## src/rtl/dmem_lsu_pkg.sv

```systemverilog
// Shared op codes, memory width encodings, exception codes and FSM states for the load/store unit.
package dmem_lsu_pkg;

  localparam int unsigned OP_W    = 3;
  localparam int unsigned WIDTH_W = 2;
  localparam int unsigned EXC_W   = 5;

  localparam logic [OP_W-1:0] LSU_LB  = 3'd0;
  localparam logic [OP_W-1:0] LSU_LBU = 3'd1;
  localparam logic [OP_W-1:0] LSU_LH  = 3'd2;
  localparam logic [OP_W-1:0] LSU_LHU = 3'd3;
  localparam logic [OP_W-1:0] LSU_LW  = 3'd4;
  localparam logic [OP_W-1:0] LSU_SB  = 3'd5;
  localparam logic [OP_W-1:0] LSU_SH  = 3'd6;
  localparam logic [OP_W-1:0] LSU_SW  = 3'd7;

  localparam logic [WIDTH_W-1:0] WIDTH_BYTE = 2'b00;
  localparam logic [WIDTH_W-1:0] WIDTH_HALF = 2'b01;
  localparam logic [WIDTH_W-1:0] WIDTH_WORD = 2'b10;

  localparam logic [EXC_W-1:0] EXC_NONE = 5'd0;
  localparam logic [EXC_W-1:0] EXC_ADEL = 5'd4;
  localparam logic [EXC_W-1:0] EXC_ADES = 5'd5;

  typedef enum logic [1:0] {
    ST_IDLE   = 2'd0,
    ST_ACCESS = 2'd1,
    ST_RESP   = 2'd2,
    ST_FAULT  = 2'd3
  } state_t;

endpackage

```

## src/rtl/lsu_align.sv

```systemverilog
// Combinational op decode: access width, store flag, alignment check and load-data extension.
module lsu_align
  import dmem_lsu_pkg::*;
#(
  parameter int unsigned DATA_W = 32
) (
  input  logic [OP_W-1:0]    op,
  input  logic [1:0]         addr_lo,
  input  logic [DATA_W-1:0]  raw,
  output logic               misaligned,
  output logic               is_store,
  output logic [WIDTH_W-1:0] width,
  output logic [DATA_W-1:0]  ext
);

  always_comb begin
    width    = WIDTH_WORD;
    ext      = raw;
    is_store = 1'b0;
    unique case (op)
      LSU_LB:  begin width = WIDTH_BYTE; ext = {{(DATA_W-8){raw[7]}}, raw[7:0]}; end
      LSU_LBU: begin width = WIDTH_BYTE; ext = {{(DATA_W-8){1'b0}}, raw[7:0]}; end
      LSU_LH:  begin width = WIDTH_HALF; ext = {{(DATA_W-16){raw[15]}}, raw[15:0]}; end
      LSU_LHU: begin width = WIDTH_HALF; ext = {{(DATA_W-16){1'b0}}, raw[15:0]}; end
      LSU_LW:  begin width = WIDTH_WORD; ext = raw; end
      LSU_SB:  begin width = WIDTH_BYTE; is_store = 1'b1; end
      LSU_SH:  begin width = WIDTH_HALF; is_store = 1'b1; end
      LSU_SW:  begin width = WIDTH_WORD; is_store = 1'b1; end
      default: begin width = WIDTH_WORD; end
    endcase
  end

  // Bytes are always aligned; halves need addr[0]=0, words addr[1:0]=0.
  always_comb begin
    misaligned = 1'b0;
    if (width == WIDTH_HALF)      misaligned = addr_lo[0];
    else if (width == WIDTH_WORD) misaligned = (addr_lo != 2'b00);
  end

endmodule

```

## src/rtl/dmem_lsu.sv

```systemverilog
// Load/store unit: accepts one MEM-stage request, performs a single-cycle DMEM access
// (or raises an address-error), and returns a one-cycle response.
module dmem_lsu
  import dmem_lsu_pkg::*;
#(
  parameter int unsigned ADDR_W = 32,
  parameter int unsigned DATA_W = 32
) (
  input  logic               clk,
  input  logic               rst,
  input  logic               req_valid,
  output logic               req_ready,
  input  logic [OP_W-1:0]    req_op,
  input  logic [ADDR_W-1:0]  req_addr,
  input  logic [DATA_W-1:0]  req_wdata,
  input  logic               kill,
  output logic               resp_valid,
  output logic [DATA_W-1:0]  resp_rdata,
  output logic               resp_exc,
  output logic [EXC_W-1:0]   resp_exc_code,
  output logic [ADDR_W-1:0]  resp_badvaddr,
  output logic               DMEM_ena,
  output logic               DMEM_W,
  output logic               DMEM_R,
  output logic [WIDTH_W-1:0] DMEM_width,
  output logic [ADDR_W-1:0]  DM_addr,
  output logic [DATA_W-1:0]  DM_wdata,
  input  logic [DATA_W-1:0]  DM_rdata
);

  state_t             state;
  logic [OP_W-1:0]    op_q;
  logic               dmem_w_q;
  logic               dmem_r_q;
  logic               resp_valid_q;
  logic               resp_exc_q;
  logic [EXC_W-1:0]   resp_code_q;
  logic [ADDR_W-1:0]  resp_badvaddr_q;
  logic [DATA_W-1:0]  resp_rdata_q;

  logic [OP_W-1:0]    dec_op;
  logic               misaligned;
  logic               is_store;
  logic [WIDTH_W-1:0] width;
  logic [DATA_W-1:0]  ext;
  logic               suppress;

  // Decode the incoming request while idle, the latched op while accessing.
  assign dec_op = (state == ST_IDLE) ? req_op : op_q;

  lsu_align #(.DATA_W(DATA_W)) u_align (
    .op         (dec_op),
    .addr_lo    (req_addr[1:0]),
    .raw        (DM_rdata),
    .misaligned (misaligned),
    .is_store   (is_store),
    .width      (width),
    .ext        (ext)
  );

  always_ff @(posedge clk) begin
    if (rst) begin
      state           <= ST_IDLE;
      op_q            <= '0;
      DMEM_ena        <= 1'b0;
      dmem_w_q        <= 1'b0;
      dmem_r_q        <= 1'b0;
      DMEM_width      <= '0;
      DM_addr         <= '0;
      DM_wdata        <= '0;
      resp_valid_q    <= 1'b0;
      resp_exc_q      <= 1'b0;
      resp_code_q     <= '0;
      resp_badvaddr_q <= '0;
      resp_rdata_q    <= '0;
    end else begin
      unique case (state)
        ST_IDLE: begin
          if (req_valid && !kill) begin
            op_q <= req_op;
            if (misaligned) begin
              state           <= ST_FAULT;
              resp_valid_q    <= 1'b1;
              resp_exc_q      <= 1'b1;
              resp_code_q     <= is_store ? EXC_ADES : EXC_ADEL;
              resp_badvaddr_q <= req_addr;
            end else begin
              state      <= ST_ACCESS;
              DMEM_ena   <= 1'b1;
              dmem_w_q   <= is_store;
              dmem_r_q   <= !is_store;
              DMEM_width <= width;
              DM_addr    <= req_addr;
              DM_wdata   <= req_wdata;
            end
          end
        end
        ST_ACCESS: begin
          DMEM_ena   <= 1'b0;
          dmem_w_q   <= 1'b0;
          dmem_r_q   <= 1'b0;
          DMEM_width <= '0;
          DM_addr    <= '0;
          DM_wdata   <= '0;
          if (kill) begin
            state <= ST_IDLE;
          end else begin
            state        <= ST_RESP;
            resp_valid_q <= 1'b1;
            resp_rdata_q <= is_store ? '0 : ext;
          end
        end
        default: begin
          state           <= ST_IDLE;
          resp_valid_q    <= 1'b0;
          resp_exc_q      <= 1'b0;
          resp_code_q     <= '0;
          resp_badvaddr_q <= '0;
          resp_rdata_q    <= '0;
        end
      endcase
    end
  end

  // A kill (or reset) must squash the strobes within the access cycle itself.
  assign DMEM_W = dmem_w_q & ~kill & ~rst;
  assign DMEM_R = dmem_r_q & ~kill & ~rst;

  assign req_ready = (state == ST_IDLE);

  assign suppress      = (state == ST_FAULT) && kill;
  assign resp_valid    = resp_valid_q & ~suppress;
  assign resp_exc      = resp_exc_q & ~suppress;
  assign resp_exc_code = resp_code_q & {EXC_W{~suppress}};
  assign resp_badvaddr = resp_badvaddr_q & {ADDR_W{~suppress}};
  assign resp_rdata    = resp_rdata_q & {DATA_W{~suppress}};

endmodule

```

## config.mk

```make
export PLATFORM = sky130hd
export DESIGN_NAME = dmem_lsu
export DESIGN_NICKNAME = d
export VERILOG_FILES = /design/src/rtl/dmem_lsu_pkg.sv /design/src/rtl/lsu_align.sv /design/src/rtl/dmem_lsu.sv
export SDC_FILE = /design/constraint.sdc
export NUM_CORES = 1
export LEC_CHECK = 0
export ABC_AREA = 1
export BUFFER_PORTS_ARGS = -buffer_cell sky130_fd_sc_hd__buf_2
export CORE_MARGIN = 1.5
export CORE_UTILIZATION = 49
export CTS_CLUSTER_SIZE = 10
export DETAILED_ROUTE_END_ITERATION = 10
export PLACE_DENSITY = 0.81
export SETUP_SLACK_MARGIN = 0.5
export SYNTH_ARGS = -nofsm -noshare
export SYNTH_HDL_FRONTEND = slang
export SYNTH_SLANG_ARGS = --single-unit
```

## constraint.sdc

```tcl
create_clock -name clk -period 2 [get_ports clk]
set_input_delay 0.1 -clock clk [delete_from_list [all_inputs] [get_ports clk]]
set_output_delay 0.1 -clock clk [all_outputs]
set_load 0.03 [all_outputs]
```

==> results of run 1 <==
==> metrics by stage <==
step                      total power, mW  cell area, um^2  hold slack (ns)  std cells
after floorplan                     3.780             6107           0.2104        836
after global placement              4.134             7490           0.2941       1216
after detailed placement            4.144             7490           0.2994       1216
after CTS                           7.720             9935        0.0006531       1367
after global routing                8.321            10860          0.03520       1386
final                               8.145            10860          0.01081       1386
==> kinds of logic (layout without fill, tap and decap cells) <==
group           Yosys count  count (layout)  share of synthesized area, %
compound gates          110             110                         9.843
buf+inv                 148             526                         10.85
flops                   141             141                         46.55
other cells               1               3                       0.06185
simple gates            434             438                         32.69
==> state kept, by name, summed over array words and instances, names as in the netlist, 2 cells and up <==
name / count
op_q: 3
DMEM_width: 2
DM_addr: 32
resp_code_q: 2
DM_wdata: 32
state: 2
resp_rdata_q: 32
resp_badvaddr_q: 32
==> final cells by class <==
| class | instances | area share (%) |
|---|---|---|
| sequential | 141 | 26.04 |
| tap | 168 | 1.936 |
| clock buffer | 23 | 4.586 |
| multi-input combinational | 551 | 28.66 |
| inverter | 86 | 3.053 |
| clock inverter | 6 | 0.7835 |
| timing repair buffer | 411 | 34.95 |
==> timing repair <==
item | 4_1_cts | 5_1_grt
pin swaps | 11 | 30
gates resized for setup | 109 | 190
endpoints found under the setup margin | 205 | 206
buffers inserted | 26 | 12
endpoints found under the hold margin | 109 | 0
cloned | 18 | 7
hold buffers | 78 | 0
==> power by group through the flow <==
stage | Combinational [mW] | Sequential [mW] | Clock, mW
after CTS | 1.61 | 2.98 | 3.13
after detailed placement | 1.10 | 3.04 | 0
after global placement | 1.10 | 3.04 | 0
after floorplan | 0.612 | 3.17 | 0
final | 1.97 | 3.01 | 3.17
after global routing | 2.04 | 3.01 | 3.27
==> worst min-delay path, delay by kind of cell <==
| family | cells | cell delay [ns] |
|---|---|---|
| buf+inv | 1 | 0.08 |
| compound gates | 2 | 0.20 |
==> per-layer routing <==
layer | track usage, % | vias up
li1 | - | 3417
met1 | 38.86 | 3754
met3 | 9.052 | 195
met2 | 62.05 | 640
met4 | 16.83 | 0
met5 | 0 | -
==> worst max path at each step <==
stage / slack [ns] / cells past startpoint / endpoint / startpoint
2_1_floorplan: 0.19 / 13 / DM_addr[27]$_SDFFE_PP0P_ / state[1]$_SDFFE_PP0N_
3_3_place_gp: -0.03 / 10 / DM_addr[7]$_SDFFE_PP0P_ / state[0]$_SDFFE_PP0N_
3_5_place_dp: -0.13 / 9 / DM_addr[19]$_SDFFE_PP0P_ / state[1]$_SDFFE_PP0N_
4_1_cts: 0.13 / 13 / DMEM_width[0]$_SDFFE_PP0P_ / state[0]$_SDFFE_PP0N_
5_1_grt: -0.19 / 14 / DM_addr[1]$_SDFFE_PP0P_ / state[1]$_SDFFE_PP0N_
6_report: -0.11 / 13 / resp_badvaddr_q[16]$_SDFFE_PP0P_ / state[1]$_SDFFE_PP0N_
==> cell usage in the layout, fill, tap and decap left out, types with 3 or more instances in the layout <==
| cell | n |
|---|---|
| nor2_4 | 5 |
| buf_2 | 172 |
| o21ai_1 | 3 |
| nand2_1 | 265 |
| o21ai_0 | 12 |
| nand3_4 | 7 |
| buf_6 | 71 |
| nand3_2 | 41 |
| clkinv_2 | 3 |
| conb_1 | 3 |
| o211ai_1 | 16 |
| nand2_8 | 3 |
| a21oi_1 | 57 |
| buf_4 | 48 |
| clkbuf_8 | 5 |
| nor2_1 | 9 |
| dlygate4sd3_1 | 78 |
| inv_2 | 9 |
| nand2_2 | 32 |
| clkbuf_16 | 23 |
| buf_12 | 21 |
| nand2_4 | 16 |
| nand4_1 | 31 |
| dfxtp_1 | 139 |
| inv_1 | 74 |
| buf_16 | 13 |
| a21oi_2 | 20 |
| nand3_1 | 24 |
==> impl_metrics.toml, run 1 <==
[yosys]
synth_top_area_share_pct = 46.55
async_flop_share_pct = 0
netlist_top_cells_count = "309 x nand2_1, 141 x dfxtp_1, 82 x inv_1"
ys_seq_area_share_pct = 46.55
avgSynthCellArea_um2 = 7.270
yosysUniqueCellTypes = 27
synthCells = 834
synth_edf_count = 0
synth_flop_cell = "dfxtp_1"
synth_warnings = 0
synth_most_common_cell = "nand2_1"
synth_seq_cells = 141
synthTopCellsByArea = "dfxtp_1 47%, nand2_1 19%, a21oi_1 6.4%, inv_1 5.1%, nand3_1 4.0%"
synth_top_cell_by_area = "dfxtp_1"
synth_area_mm2 = 0.006063

[floorplanning]
dieArea_mm2 = 0.01305
core-area_mm2 = 0.01206
dieHeight_um = 114.2
die_w_um = 114.2
ioPinCount = 244
start_util_pct = 50.27
fp-row-count = 40

[outcome]
status = "finished, violations left"
violations = "setup timing"

[layout]
num_antenna_cells = 0
multi_input_area_mm2 = 0.003112
fillers = 534
seq_area_mm2 = 0.002828
synthToLayoutAreaGrowth_pct = 79.10
nNetsFinal = 1311
utilization_pct = 90.03
drive_above_1_share_pct = 41.46

[timing]
max-slew-margin-rel_pct = 64.16
worst_slack_ns = -0.1069
rsz0062_at_grt = "yes"
timing.final.crit_share_pct = 105.3
timing.fmax_ghz = 0.4746
setup_tns_ns = -2.851
period_needed_ns = 2.107
final_hold_viol_count = 0
skew_ns = 0.01270
final_max_slew_viol_count = 0
setup_violations = 65
worstMarginPinSlew_ns = 0.5376

[clock_tree]
clk_pin_slew_worst_paths_ns = 0.06
ctsLongestPathBuffers = 2
cts_buffers = 17
clkLatencyLatePin_ns = 0.42
root_buffer = "clkbuf_16"
h-tree-depth = 4
clock_sinks = 141
cts_tree = "built"

[grt]
first_global_vias = 7163
grt_max_degree = 46
grt_antenna_before_repair = 0
grt_overflow = 0
grt_pass1_wl_mm = 35.30
track_usage_pct = 34.91

[worst_hold_path]
hold_depth = 3
hp-start = "DM_rdata[17]"
holdPathEnd = "resp_rdata_q[17]$_SDFFE_PP0P_"
min_path_type = "in2reg"

[setup_path]
r2r_end = "resp_badvaddr_q[16]$_SDFFE_PP0P_"
crit_path_frequent_cell = "nand2_4"
criticalPathCategory = "reg2reg"
crit_family = "simple AND/OR/NAND/NOR gates"
rrSetupSlack_ns = -0.11
cp.buffers_inverters = 3
path_max_fanout = 8
crit_slowest_cell = "dfxtp_4"
required_ns = 2.30
slowest_delay_ns = 0.36
arrival_ns = 2.41
reg2reg_depth = 13
r2r_start = "state[1]$_SDFFE_PP0N_"
worstSetupStartpointType = "flip-flop"
crit_path_end_kind = "flip-flop"
path_cells = "nor2_4, nand2_2, nand2_4, nand2_4, nand2_4, nand3_4, buf_4, nand3_2, nand3_4, buf_12, buf_16, nand3_1, nand2_1"

[power]
clkPwrFrac_pct = 38.9
switchingPower_mw = 2.385
comb_power_share_pct = 24.2
powerDensity_mw_per_mm2 = 750.1
ir_worst_vdd_v = 0.0005430
power_frac_seq_pct = 36.9
internal_power_mw = 5.760
cellLeakagePower_nw = 5.463
p_sw_share_pct = 29.29

[detailed_routing]
vias_per_cell = 5.776
drt-total-wl_mm = 28.60
drc = 0
avgRoutedWirePerCell_um = 20.63
postRouteAntennaNets = 0
drt_iter0_drc = 924
routed.top_layer = "met4"
firstDrtPassIters = 6
dr_total_vias = 8006
met3_length_mm = 2.688
wl_met2_mm = 13.88
wirelength_met1_mm = 9.833

[placed_design]
io_buffers = 240
gp_congestion = 0.8761
place_ws_ns = -0.1330
hpwl_mm = 11.52

[job]
drv_cap = 0
Note: power is estimated with default switching activity, not from simulation.
==> inputs of run 2 (changes only) <==
--- a/config.mk
+++ b/config.mk
@@ -8,10 +8,11 @@
 export ABC_AREA = 1
 export BUFFER_PORTS_ARGS = -buffer_cell sky130_fd_sc_hd__buf_2
 export CORE_MARGIN = 1.5
-export CORE_UTILIZATION = 49
+export CORE_UTILIZATION = 50
+export CTS_BUF_LIST = sky130_fd_sc_hd__clkbuf_8
 export CTS_CLUSTER_SIZE = 10
 export DETAILED_ROUTE_END_ITERATION = 10
-export PLACE_DENSITY = 0.81
+export PLACE_DENSITY = 0.82
 export SETUP_SLACK_MARGIN = 0.5
 export SYNTH_ARGS = -nofsm -noshare
 export SYNTH_HDL_FRONTEND = slang
==> constraint.sdc (replaced) <==
create_clock -name clk -period 2 [get_ports clk]
set_input_delay 0.2 -clock clk [delete_from_list [all_inputs] [get_ports clk]]
set_output_delay 0.2 -clock clk [all_outputs]
set_load 0.03 [all_outputs]
==> impl_metrics.toml, run 2 (synthesis gave the netlist of run 1 again) <==
[outcome]
status = "completed"

[detailed_routing]
dr_total_vias = 6873
avgRoutedWirePerCell_um = 15.77
firstDrtPassIters = 7
drt-total-wl_mm = 20.66
drt_iter0_drc = 676
vias_per_cell = 5.247
postRouteAntennaNets = 0
drc = 0

[timing]
final_max_slew_viol_count = 0
skew_ns = 0.01351
fin_hold_ws_ns = 0.02123
final_hold_viol_count = 0
timing.fmax_ghz = 0.5028
max-slew-margin-rel_pct = 41.26
worstMarginPinSlew_ns = 0.8811
period_needed_ns = 1.989
setup_violations = 0
setup_tns_ns = 0
rsz0062_at_grt = "yes"
timing.final.crit_share_pct = 99.44
worst_slack_ns = 0.01128

[setup_path]
path_max_fanout = 8
worstSetupStartpointType = "flip-flop"
rrSetupSlack_ns = 0.01
r2r_end = "DM_wdata[3]$_SDFFE_PP0P_"
arrival_ns = 2.37
r2r_start = "state[1]$_SDFFE_PP0N_"
reg2reg_depth = 12
required_ns = 2.38
crit_path_end_kind = "flip-flop"
criticalPathCategory = "reg2reg"

[worst_hold_path]
min_path_type = "in2reg"
holdPathEnd = "resp_badvaddr_q[11]$_SDFFE_PP0P_"
hold_depth = 3
hp-start = "req_addr[11]"

[power]
clkPwrFrac_pct = 35.8
comb_power_share_pct = 22.1
cellLeakagePower_nw = 4.930
internal_power_mw = 5.084
totalPowerFinal_mw = 7.094
p_sw_share_pct = 28.33
power_frac_seq_pct = 42.0
switchingPower_mw = 2.010
powerDensity_mw_per_mm2 = 761.1
ir_worst_vdd_v = 0.0005480

[placed_design]
post_dp_cell_area_mm2 = 0.007376
hpwl_mm = 11.30
dp.cells = 1180
place_ws_ns = -0.05433
gp_congestion = 0.8514
io_buffers = 240

[floorplanning]
fp-row-count = 40
die_w_um = 113.1
ioPinCount = 244
core-area_mm2 = 0.01191
dieArea_mm2 = 0.01280
dieHeight_um = 113.1
start_util_pct = 50.90

[grt]
grt_antenna_before_repair = 2
grt_max_degree = 79
track_usage_pct = 29.85
grt_overflow = 0
first_global_vias = 6309
grt_pass1_wl_mm = 30.68

[layout]
multi_input_area_mm2 = 0.002729
stdcell_count = 1310
layout_commonest_cell = "nand2_1"
utilization_pct = 78.25
seq_area_mm2 = 0.002830
final_area_mm2 = 0.009320
fillers = 839
drive_above_1_share_pct = 33.76
nNetsFinal = 1252
synthToLayoutAreaGrowth_pct = 53.71
final_cell_mix = "293 x nand2_1, 202 x buf_2, 139 x dfxtp_1"

[clock_tree]
cts_tree = "built"
clkLatencyLatePin_ns = 0.44
clk_pin_slew_worst_paths_ns = 0.08
root_buffer = "clkbuf_8"
ctsLongestPathBuffers = 2
clock_sinks = 141
h-tree-depth = 4
cts_buffers = 17

[job]
drv_cap = 0
[run 2: cell count changes in the layout (fill, tap and decap cells not counted), sizes merged]
cell / change
dlygate4sd3: -18
nor2: -3
bufbuf: -2
clkinv: -1
nand3: -1
inv: +4
diode: +2
clkinvlp: -2
bufinv: +2
buf: -36
[run 2: layout make-up]
cell class / instances / share of cell area (%)
Antenna cell: 2 / 0.05370
Clock buffer: 22 / 3.249
Clock inverter: 9 / 1.517
Inverter: 86 / 3.558
Multi-Input combinational cell: 547 / 29.28
Sequential cell: 141 / 30.37
Tap cell: 147 / 1.973
Timing Repair Buffer: 356 / 30.00
[run 2: how the worst max path moves through the flow]
stage	depth (start not counted)	startpoint	end	slack, ns
after floorplan	13	state[1]$_SDFFE_PP0N_	DM_addr[27]$_SDFFE_PP0P_	0.19
after global placement	10	state[0]$_SDFFE_PP0N_	DMEM_ena$_SDFFE_PP0P_	0.02
after detailed placement	9	state[0]$_SDFFE_PP0N_	resp_badvaddr_q[30]$_SDFFE_PP0P_	-0.05
after CTS	6	state[1]$_SDFFE_PP0N_	resp_rdata[15]	0.19
after global routing	12	state[1]$_SDFFE_PP0N_	DM_wdata[3]$_SDFFE_PP0P_	-0.07
final	12	state[1]$_SDFFE_PP0N_	DM_wdata[3]$_SDFFE_PP0P_	0.01
[run 2: worst max-delay path, stage by stage (launching register included)]
cell,delay (ns)
dfxtp_4,0.38
nor2_4,0.26
nand2_2,0.11
o21ai_4,0.12
nand2_2,0.11
nand3_4,0.11
nand2_8,0.08
buf_6,0.12
nor3_4,0.15
buf_6,0.16
clkbuf_16,0.15
nand2_1,0.09
nand2_1,0.09
[run 2: power groups by stage]
stage	sequential [mW]	clock (mW)	combinational, mW
5_1_grt	2.99	2.70	1.66
6_report	2.98	2.54	1.57
3_3_place_gp	3.04	0	1.07
4_1_cts	2.98	2.57	1.45
3_5_place_dp	3.04	0	1.08
2_1_floorplan	3.17	0	0.612
[run 2: routing by layer]
layer | track usage [%] | routed length (um) | share of wire [%] | up-vias
li1 | - | - | - | 3275
met1 | 34.77 | 8019 | 39 | 3111
met2 | 50.91 | 9959 | 48 | 400
met3 | 7.445 | 1699 | 8.2 | 87
met4 | 15.42 | 978 | 4.7 | 0
met5 | 0 | 0 | 0 | -
[run 2: timing repair]
item	in CTS	in global routing
buffers inserted	21	3
hold buffers	60	0
pin swaps	13	4
gates resized for setup	63	54
endpoints found under the setup margin	205	206
endpoints found under the hold margin	69	0
cloned	6	7
